--- src/rtl/hex_disp_pkg.sv ---
// hex_disp_pkg: shared constants, types and helpers for the six-digit hex
// display front-end (hex_disp_ctrl and its blink_timer).
//   NDIG     - number of seven-segment digits driven
//   NIB_W    - bits per displayed digit
//   cursor_t - cursor digit index; values >= NDIG mean "no cursor"
//   CUR_NONE - cursor value used at reset (no digit blinks)
//   lz_mask  - per-digit leading-zero blanking mask for a displayed value
package hex_disp_pkg;

  localparam int NDIG  = 6;
  localparam int NIB_W = 4;

  typedef logic [2:0] cursor_t;

  localparam cursor_t CUR_NONE = 3'd7;

  // Bit i (i > 0) is set when nibbles i..NDIG-1 of val are all zero, i.e.
  // digit i is a leading zero. Digit 0 is never flagged so a value of zero
  // still shows a single "0".
  function automatic logic [NDIG-1:0] lz_mask(input logic [NDIG*NIB_W-1:0] val);
    logic [NDIG-1:0] mask_v;
    logic            upper_zero_v;
    mask_v       = '0;
    upper_zero_v = 1'b1;
    for (int i = NDIG - 1; i >= 1; i--) begin
      upper_zero_v = upper_zero_v & (val[i*NIB_W +: NIB_W] == 4'h0);
      mask_v[i]    = upper_zero_v;
    end
    return mask_v;
  endfunction

endpackage

--- src/rtl/hex_disp_ctrl_blink_timer.sv ---
// blink_timer: free-running blink phase generator for the cursor digit.
//   clk     - system clock
//   rst     - asynchronous active-high reset (counter 0, phase 1)
//   restart - restart the blink cycle at the visible phase, counter at 0
//   phase   - 1 = cursor visible half-period, toggles every BLINK_DIV cycles
// Parameter BLINK_DIV (>= 2): clock cycles per blink phase.
module blink_timer #(
  parameter int BLINK_DIV = 12_500_000
) (
  input  logic clk,
  input  logic rst,
  input  logic restart,
  output logic phase
);

  localparam int CNT_W = (BLINK_DIV > 1) ? $clog2(BLINK_DIV) : 1;
  localparam logic [CNT_W-1:0] CNT_LAST = CNT_W'(BLINK_DIV - 1);

  logic [CNT_W-1:0] cnt_r;

  // Phase counter; a restart outranks a coincident wrap so an edit always
  // shows the cursor for a full phase.
  always_ff @(posedge clk or posedge rst) begin
    if (rst) begin
      cnt_r <= '0;
      phase <= 1'b1;
    end else if (restart) begin
      cnt_r <= '0;
      phase <= 1'b1;
    end else if (cnt_r == CNT_LAST) begin
      cnt_r <= '0;
      phase <= ~phase;
    end else begin
      cnt_r <= cnt_r + CNT_W'(1);
    end
  end

endmodule

--- src/rtl/hex_disp_ctrl.sv ---
// hex_disp_ctrl: display front-end for six seven-segment digits. Holds a
// 24-bit value and a cursor digit, and produces one nibble plus one enable
// per digit for the downstream seven-segment decoders. The cursor digit
// blinks; an edit (load or cursor write) restarts the blink visible.
//   clk         - system clock
//   rst         - asynchronous active-high reset
//   load        - capture value_in
//   value_in    - value to display, nibble i -> digit i (digit 0 rightmost)
//   cursor_we   - capture cursor_in
//   cursor_in   - cursor digit 0..5; 6 or 7 = no cursor
//   disp_on     - global display enable (pure gate on digit_en)
//   digit       - nibble per digit, digit[4i+3:4i]
//   digit_en    - per-digit decoder enable
//   blink_phase - 1 = cursor visible half-period
// Optional feature macro HEX_DISP_LZ_EN: leading-zero suppression (the
// cursor digit is exempt from it but still blinks).
module hex_disp_ctrl
  import hex_disp_pkg::*;
#(
  parameter int BLINK_DIV = 12_500_000
) (
  input  logic                   clk,
  input  logic                   rst,
  input  logic                   load,
  input  logic [NDIG*NIB_W-1:0]  value_in,
  input  logic                   cursor_we,
  input  cursor_t                cursor_in,
  input  logic                   disp_on,
  output logic [NDIG*NIB_W-1:0]  digit,
  output logic [NDIG-1:0]        digit_en,
  output logic                   blink_phase
);

  logic [NDIG*NIB_W-1:0] val_r;
  cursor_t               cur_r;
  logic                  phase_s;
  logic                  restart_s;
  logic [NDIG-1:0]       cur_sel_s;
  logic [NDIG-1:0]       blink_blank_s;
  logic [NDIG-1:0]       lz_blank_s;

  assign restart_s = load | cursor_we;

  blink_timer #(
    .BLINK_DIV (BLINK_DIV)
  ) u_blink_timer (
    .clk     (clk),
    .rst     (rst),
    .restart (restart_s),
    .phase   (phase_s)
  );

  // Value and cursor registers; both may be written on the same edge.
  always_ff @(posedge clk or posedge rst) begin
    if (rst) begin
      val_r <= '0;
      cur_r <= CUR_NONE;
    end else begin
      if (load) begin
        val_r <= value_in;
      end
      if (cursor_we) begin
        cur_r <= cursor_in;
      end
    end
  end

  // Per-digit enable: cursor values 6/7 match no digit, so blinking is
  // naturally disabled for them.
  always_comb begin
    cur_sel_s     = '0;
    blink_blank_s = '0;
    lz_blank_s    = '0;
    for (int i = 0; i < NDIG; i++) begin
      cur_sel_s[i]     = (cur_r == 3'(i));
      blink_blank_s[i] = cur_sel_s[i] & ~phase_s;
    end
`ifdef HEX_DISP_LZ_EN
    lz_blank_s = lz_mask(val_r) & ~cur_sel_s;
`else
    lz_blank_s = '0;
`endif
    digit_en = {NDIG{disp_on}} & ~blink_blank_s & ~lz_blank_s;
  end

  assign digit       = val_r;
  assign blink_phase = phase_s;

endmodule
--- config.mk ---
export PLATFORM = sky130hd
export DESIGN_NAME = hex_disp_ctrl
export DESIGN_NICKNAME = d
export VERILOG_FILES = /design/src/rtl/hex_disp_pkg.sv /design/src/rtl/hex_disp_ctrl_blink_timer.sv /design/src/rtl/hex_disp_ctrl.sv
export SDC_FILE = /design/constraint.sdc
export NUM_CORES = 1
export LEC_CHECK = 0
export CORE_UTILIZATION = 49
export DETAILED_ROUTE_END_ITERATION = 10
export PLACE_DENSITY = 0.81
export SLEW_MARGIN = 40
export SYNTH_ARGS = -nofsm -noshare
export SYNTH_HDL_FRONTEND = slang
export SYNTH_SLANG_ARGS = --single-unit
export TNS_END_PERCENT = 10
--- constraint.sdc ---
create_clock -name clk -period 5.05 [get_ports clk]
set_clock_uncertainty 0.1 [all_clocks]
set_input_delay 0.505 -clock clk [delete_from_list [all_inputs] [get_ports clk]]
set_output_delay 0.505 -clock clk [all_outputs]
set_load 0.02 [all_outputs]
# --- Word level (Yosys, flattened, before mapping) ---
# Index checks and enable logic that the tools add are counted.
op_classes:
  n_shift: 0
  addsub: 1
  bitwise_logic: 10
  n_mul: 0
  div_mod_pow: 0
  reduce_logical: 2
  mux: 4
  n_lt_le_gt_ge: 0
  n_eq_ne: 6
ops:
  columns: ["cell", "count"]
  rows:
  - ["$mux W24", 2]
  - ["$add A24 B1 Y24 const B", 1]
  - ["$eq A24 B24 Y1 const B", 1]
  - ["$and A1 B1 Y1", 6]
  - ["$and A6 B6 Y6", 1]
  - ["$eq A3 B2 Y1 const B", 2]
  - ["$eq A3 B3 Y1 const B", 2]
  - ["$not A6 Y6", 1]
  - ["$eq A3 B1 Y1 const B", 1]
  - ["$logic_not A3 Y1", 1]
  - ["$mux W1", 2]
  - ["$reduce_bool A2 Y1", 1]
  - ["$not A1 Y1", 1]
  - ["$or A1 B1 Y1", 1]
totals:
  word_cells: 27
  ram_bits: 0
  regBits: 52
  rom_bits: 0
  latchBits: 0
  n_memories: 0
  out_inout_bits: 31
  in_bits: 32

# --- Depth between registers and ports, before layout ---
# Gate-level depths: netlist of run 1.
logic_depth:
  ltp_word: 4
  depth_mapped: 7
  depth_no_buf: 5

# --- Hierarchy ---
# A second synthesis of run 1 with hierarchy kept.
hier_totals:
  hier_cells: 206
  area_unflattened_um2: 2449.8
modules_own_cells:
  columns: ["module", "seq_area_each_um2", "instances", "cells_per_inst", "area_each_um2"]
  rows:
  - ["blink_timer", 626.9, 1, 134, 1275.0]
  - ["hex_disp_ctrl", 679.4, 1, 72, 1174.9]

# --- Worst setup path after synthesis of run 1 ---
# Ideal clock, no wire load.
synth_timing:
  path_kind: "register to register"
  startpoint: "register u_blink_timer.cnt_r[0]"
  endpoint: "register u_blink_timer.cnt_r[10]"
  path_stages_with_launch: 8
  setup_time_ps: 121
  arrival_ps: 1493
  path_slack_ps: 3336
  synth_period_minus_slack_ps: 1714
  required_ps: 4829
  cell_sequence: "dfrtp_1 -> ha_1 -> and4_1 -> buf_2 -> nand4_1 -> o21ai_2 -> buf_2 -> nor2_1"
synth_between:
  elab_chain_cells: 3
  word_cells_on_any_way: 4
  classes_between: "add/sub (1); eq/ne (1); mux (2)"
synth_rtl:
  columns: ["element", "line_no", "text"]
  rows:
  - ["from (decl)", "hex_disp_ctrl_blink_timer.sv:19", "logic [CNT_W-1:0] cnt_r;"]
  - ["from (signal assigned)", "hex_disp_ctrl_blink_timer.sv:34", "cnt_r <= cnt_r + CNT_W'(1);"]
  - ["$add A24 B1 Y24 / $eq A24 B24 Y1 (equally long branches)", "hex_disp_ctrl_blink_timer.sv:34, hex_disp_ctrl_blink_timer.sv:30", null]
  - ["$mux W24 (*)", "hex_disp_ctrl_blink_timer.sv:30", "end else if (cnt_r == CNT_LAST) begin"]
  - ["$mux W24 (*)", "hex_disp_ctrl_blink_timer.sv:27", "end else if (restart) begin"]
# Every way passes the cells marked *; elsewhere a longest branch is shown, timed or not.
# A chain may end at the register's enable or synchronous reset.

# --- Worst setup path after layout of run 1 ---
layout_timing:
  startpoint: "input port disp_on"
  endpoint: "output port digit_en[2]"
layout_between:
  elab_chain_cells: 1
layout_rtl:
  columns: ["element", "line_no", "text"]
  rows:
  - ["from (decl)", "hex_disp_ctrl.sv:28", "input logic disp_on,"]
  - ["$and A6 B6 Y6", "hex_disp_ctrl.sv:83", "digit_en = {NDIG{disp_on}} & ~blink_blank_s & ~lz_blank_s;"]
  - ["to (decl)", "hex_disp_ctrl.sv:30", "output logic [NDIG-1:0] digit_en,"]
# Every way passes these cells.

==> results of run 1 <==
[state kept, by name (all words and copies together) (netlist names)]
| register | cells |
|---|---|
| u_blink_timer.phase | 1 |
| digit | 24 |
| cur_r | 3 |
| u_blink_timer.cnt_r | 24 |
[cell usage after synthesis]
master and n:
nor3_1 3, buf_6 1, o21ai_0 7, inv_1 6
o21ai_2 1, dfrtp_1 48, mux2_2 26, nand4_1 9
ha_1 1, and4_1 5, nor2_1 20, nand2_1 9
nor4b_1 1, buf_2 3, dfstp_2 4, o31ai_1 3
and4_2 2, a31oi_1 4, nand3_4 1, and2_2 1
xnor2_1 5, or4_1 3, clkbuf_1 1, or3_1 6
clkbuf_8 1, nand4b_1 1, a21oi_1 11, nand3_1 7
and2_1 3, and3_1 1, and3_2 2, buf_1 2
xor2_1 8
[cell type report]
| cell class | instances | area (µm²) |
|---|---|---|
| clock buffers | 6 | 72.6 |
| multi-input cells | 140 | 995 |
| flip-flops and latches | 52 | 1310 |
| inverters | 6 | 25.0 |
| well taps | 52 | 65.1 |
| repair buffers | 63 | 628 |
| clock inverters | 2 | 16.3 |
| fillers | 327 | 1400 |
[final timing paths]
path                                                  start  depth (start not counted)                           endpoint
max                                                 disp_on                          4                        digit_en[2]
min                        u_blink_timer.cnt_r[0]$_DFF_PP0_                          1   u_blink_timer.cnt_r[0]$_DFF_PP0_
max reg2reg                u_blink_timer.cnt_r[0]$_DFF_PP0_                          5   u_blink_timer.cnt_r[2]$_DFF_PP0_
min reg2reg                u_blink_timer.cnt_r[0]$_DFF_PP0_                          1   u_blink_timer.cnt_r[0]$_DFF_PP0_
max in group asynchronous                               rst                          2  u_blink_timer.cnt_r[17]$_DFF_PP0_
min in group asynchronous                               rst                          2              digit[17]$_DFFE_PP0P_
[logic make-up after synthesis]
logic type | after synthesis | synth area share (%)
compound gates | 26 | 6.18
fa+ha+maj | 1 | 0.528
mux | 26 | 12.4
flops | 52 | 55.2
simple gates | 74 | 17.8
buf+inv | 14 | 3.12
xor+xnor | 13 | 4.81
[power groups by stage]
stage	Combinational [mW]	Clock [mW]	Sequential, mW
after global routing	0.153	0.258	0.457
after detailed placement	0.144	0	0.461
after global placement	0.142	0	0.460
after CTS	0.145	0.246	0.454
after floorplan	0.0428	0	0.484
final	0.142	0.235	0.453
[cells in the final DEF (no fill, tap or decap), types with 5 or more instances in the layout]
cell type,count
clkdlybuf4s50_1,62
dfrtp_1,48
mux2_2,26
nor2_1,20
a21oi_1,11
nand4_1,9
nand2_1,9
xor2_1,8
o21ai_0,7
nand3_1,7
or3_1,6
and4_1,5
inv_1,5
xnor2_1,5
clkbuf_8,5
[through the flow]
stage                     hold WS, ns  total power, mW
after detailed placement        0.368            0.605
after global routing            0.410            0.868
final                           0.379            0.831
after global placement          0.363            0.601
after CTS                       0.381            0.844
after floorplan                 0.347            0.527
[worst max-delay path, cell delays in order]
cell and delay (ns):
clkdlybuf4s50_1 0.46, inv_1 0.08, a31oi_1 0.15, clkdlybuf4s50_1 0.62
[per-layer routing]
| layer | up-vias | GRT usage [%] | wire length (µm) |
|---|---|---|---|
| met5 | - | 0 | 0 |
| met4 | 0 | 8.71 | 80 |
| met3 | 7 | 8.86 | 404 |
| met2 | 48 | 32.4 | 2200 |
| met1 | 842 | 26.5 | 2070 |
| li1 | 857 | - | - |
==> flow_summary.ini, run 1 <==
[sta]
setup_tns_ns = 0
min_period_ns = 2.43
hold_viol = 0
slew_violations = 0
fmax_ghz = 0.411
rsz0062_at_grt = no
fin_ws_ns = 2.62
finalCritPeriodShare_pct = 48.1
max_slew.worst_pin.slew_ns = 0.619
max-slew-margin-rel_pct = 58.8
setup_viol = 0

[route]
drt-pass1-iter-count = 4
drc_errors = 0
wl_um = 4760
routedWlPerCell_um = 14.8
drtIter0Drc = 101
vias = 1754
via_per_inst = 5.46
final_antenna_net_count = 0

[floorplanning]
die_x_um = 71.5
initial_core_util_pct = 52.6
core_mm2 = 0.00450
die_h_um = 71.5
ios = 63
fp-row-count = 24
die_area_mm2 = 0.00511

[layout]
nets = 301
postLayoutCellArea_mm2 = 0.00311
drive_gt1_share_pct = 17.1
finalNonFillerCells = 321
area_growth_pct = 31.3
finish.utilization_pct = 69.0
num_antenna_cells = 0

[clock_network]
numCtsBuffers = 5
clockRootBuffer = clkbuf_8
cts_hold_buf = 0
clock_sinks = 52
cts_tree = done
post-cts-setup-buffers = 0
htreeDepth = 2
insertion_delay_ns = 0.31
clock_path_buffers = 2
cts_resized = 0
cts.clk_slew.worst_paths_ns = 0.09

[placement]
hpwl_um = 3410
dp_cells = 313
placed_area_mm2 = 0.00302
place_ws_ns = 2.61
gp_congestion = 0.756
io_buffers = 62

[setup_path]
r2r_slack_ns = 2.89
required_ns = 4.45
cp.arrival_ns = 1.83
startpoint_type = input port
critPathKind = in -> out
cp_max_fo = 6
end_kind = output pin

[power_and_ir_drop]
p_per_area_mw_per_mm2 = 267
irDropWorstVdd_mv = 0.195
intPower_mw = 0.617
netSwitchingFraction_pct = 25.7
p_comb_share_pct = 17.1
leakage_nw = 1.23
pwr-share-clk_pct = 28.3
seqPwrFrac_pct = 54.6
p_sw_mw = 0.213

[logic_synthesis]
synth_top_area_share_pct = 50.7
syn_nets = 239
yosys.area.top_type = dfrtp_1
synth_warnings = 0
synth_area_mm2 = 0.00237
synth_cell_types = 33
seq_area_frac_synth_pct = 55.2
ys_ff_latch = 52
synthCells = 206
synthTopCellsByArea = dfrtp_1 51%, mux2_2 12%, dfstp_2 4.4%, nor2_1 3.2%, xor2_1 3.0%
avgSynthCellArea_um2 = 11.5

[global_routing]
grt_first_pass_wirelength_um = 8310
grt-ovfl-total = 0
antenna_found_initial = 0
grt_usage_pct = 21.1
grt_max_degree = 53
grt_pass1_vias = 1856

[run_status]
status = completed

[min_path]
hp-class = reg -> reg

[flow_run]
drv_cap = 0
Power figures use the tool's default switching activity.
==> run 2: changes to the inputs <==
--- a/config.mk
+++ b/config.mk
@@ -5,9 +5,9 @@
 export SDC_FILE = /design/constraint.sdc
 export NUM_CORES = 1
 export LEC_CHECK = 0
-export CORE_UTILIZATION = 49
+export CORE_UTILIZATION = 48
 export DETAILED_ROUTE_END_ITERATION = 10
-export PLACE_DENSITY = 0.81
+export PLACE_DENSITY = 0.79
 export SLEW_MARGIN = 40
 export SYNTH_ARGS = -nofsm -noshare
 export SYNTH_HDL_FRONTEND = slang
==> constraint.sdc (replaced) <==
create_clock -name clk -period 2.35 [get_ports clk]
set_clock_uncertainty 0.1 [all_clocks]
set_input_delay 0.235 -clock clk [delete_from_list [all_inputs] [get_ports clk]]
set_output_delay 0.235 -clock clk [all_outputs]
set_load 0.02 [all_outputs]
==> run 2 against run 1 <==
Worst hold slack got worse by 0.19 ns; cell count rose by 6.5%; largest cell class unchanged; design area up 1.8%; via count grew 2.1%; critical path depth shrank 1; largest power group unchanged.
==> flow_summary.ini, run 2 (synthesis results as in run 1) <==
[sta]
rsz0062_at_grt = no
slew_violations = 0
max_slew.worst_pin.slew_ns = 0.565
setup_tns_ns = 0
fin_ws_ns = 0.249
fmax_ghz = 0.476
hold_viol = 0
max-slew-margin-rel_pct = 62.3
finalCritPeriodShare_pct = 89.4
min_period_ns = 2.10
setup_viol = 0

[floorplanning]
die_x_um = 72.2
die_h_um = 72.2
die_area_mm2 = 0.00522
fp-row-count = 25
core_mm2 = 0.00472
initial_core_util_pct = 50.1
ios = 63

[run_status]
status = completed

[clock_network]
insertion_delay_ns = 0.31
clock_sinks = 52
clockRootBuffer = clkbuf_8
htreeDepth = 2
cts_tree = done
cts_hold_buf = 0
post-cts-setup-buffers = 0
numCtsBuffers = 5
cts.clk_slew.worst_paths_ns = 0.10
clock_path_buffers = 2
cts_resized = 0

[power_and_ir_drop]
p_per_area_mw_per_mm2 = 569
p_sw_mw = 0.469
intPower_mw = 1.33
seqPwrFrac_pct = 54.0
netSwitchingFraction_pct = 26.0
pwr-share-clk_pct = 28.6
leakage_nw = 1.27
p_comb_share_pct = 17.4
irDropWorstVdd_mv = 0.334

[placement]
hpwl_um = 3640
place_ws_ns = 0.454
dp_cells = 334
io_buffers = 62
gp_congestion = 0.777

[route]
drc_errors = 0
via_per_inst = 5.24
routedWlPerCell_um = 14.3
vias = 1791
drtIter0Drc = 140
wl_um = 4890
final_antenna_net_count = 0
drt-pass1-iter-count = 4

[layout]
num_antenna_cells = 0
drive_gt1_share_pct = 19.3
finalNonFillerCells = 342
final_cell_mix = 62 x clkdlybuf4s50_1, 48 x dfrtp_1, 26 x mux2_2
layout_commonest_cell = clkdlybuf4s50_1
area_growth_pct = 33.7
nets = 307

[flow_run]
drv_cap = 0

[global_routing]
grt_first_pass_wirelength_um = 8260
use_met2_pct = 32.5
grt_usage_pct = 20.7
grt-ovfl-total = 0
grt_pass1_vias = 1783
use_met3_pct = 9.03
antenna_found_initial = 0
gr-usage-met1_pct = 24.8
grt-busiest-layer = met2
grt_max_degree = 29

[setup_path]
startpoint_type = flip-flop
critPathKind = reg -> out
required_ns = 2.02
cp.arrival_ns = 1.77
cp_max_fo = 5
end_kind = output pin

[min_path]
hp-class = in -> async
[run 2: cell types whose count changed in the layout (fill, tap and decap cells not counted)]
cell        delta
inv_2          +1
o21ai_4        -1
clkinvlp_4     -1
inv_6          +1
clkbuf_1       -1
o21ai_2        +1
clkinv_2       +1
inv_4          -1
buf_4          +6
[run 2: worst max-delay path, stage by stage, from the launching register on]
cell	delay, ns
dfstp_2	0.57
nor2_1	0.09
a31oi_1	0.18
clkdlybuf4s50_1	0.62
[run 2: layout make-up]
type	count	area, µm²
flip-flops and latches	52	1310
well taps	67	83.8
multi-input cells	140	987
clock buffers	5	68.8
repair buffers	69	673
clock inverters	3	22.5
fillers	356	1560
inverters	6	22.5
[run 2: path summary, 6_finish.rpt]
path / from / to / slack, ns / cells past startpoint
worst min register to register: u_blink_timer.cnt_r[0]$_DFF_PP0_ / u_blink_timer.cnt_r[0]$_DFF_PP0_ / 0.38 / 1
worst max-delay path: u_blink_timer.phase$_DFFE_PP1P_ / digit_en[2] / 0.25 / 3
min in group clk: u_blink_timer.cnt_r[0]$_DFF_PP0_ / u_blink_timer.cnt_r[0]$_DFF_PP0_ / 0.38 / 1
worst min-delay path: rst / digit[13]$_DFFE_PP0P_ / 0.19 / 2
max in group asynchronous: rst / cur_r[0]$_DFFE_PP1P_ / 1.30 / 3
worst max register to register: u_blink_timer.cnt_r[5]$_DFF_PP0_ / u_blink_timer.cnt_r[19]$_DFF_PP0_ / 0.43 / 4
[run 2: routing by layer]
metal	share of wire, %	wire length (µm)	vias to the layer above
met5	0	0	-
met4	1.3	63	0
met3	9.2	451	5
met2	48	2340	51
met1	42	2040	858
li1	-	-	877
[run 2: stage by stage]
step                power, mW  area, µm²  utilization [%]  hold WS (ns)
global route             1.89       3160             67.0         0.243
CTS                      1.83       3160             67.0         0.197
global placement         1.30       3070             65.1         0.357
detailed placement       1.31       3070             65.1         0.367
floorplan                1.13       2370                -         0.206
finish                   1.80       3160             67.0         0.187
[run 2: power by group through the flow]
| stage | sequential, mW | clock (mW) | combinational (mW) |
|---|---|---|---|
| 2_1_floorplan | 1.04 | 0 | 0.0920 |
| 3_3_place_gp | 0.988 | 0 | 0.313 |
| 3_5_place_dp | 0.991 | 0 | 0.316 |
| 4_1_cts | 0.974 | 0.536 | 0.317 |
| 5_1_grt | 0.981 | 0.571 | 0.335 |
| 6_report | 0.973 | 0.515 | 0.313 |
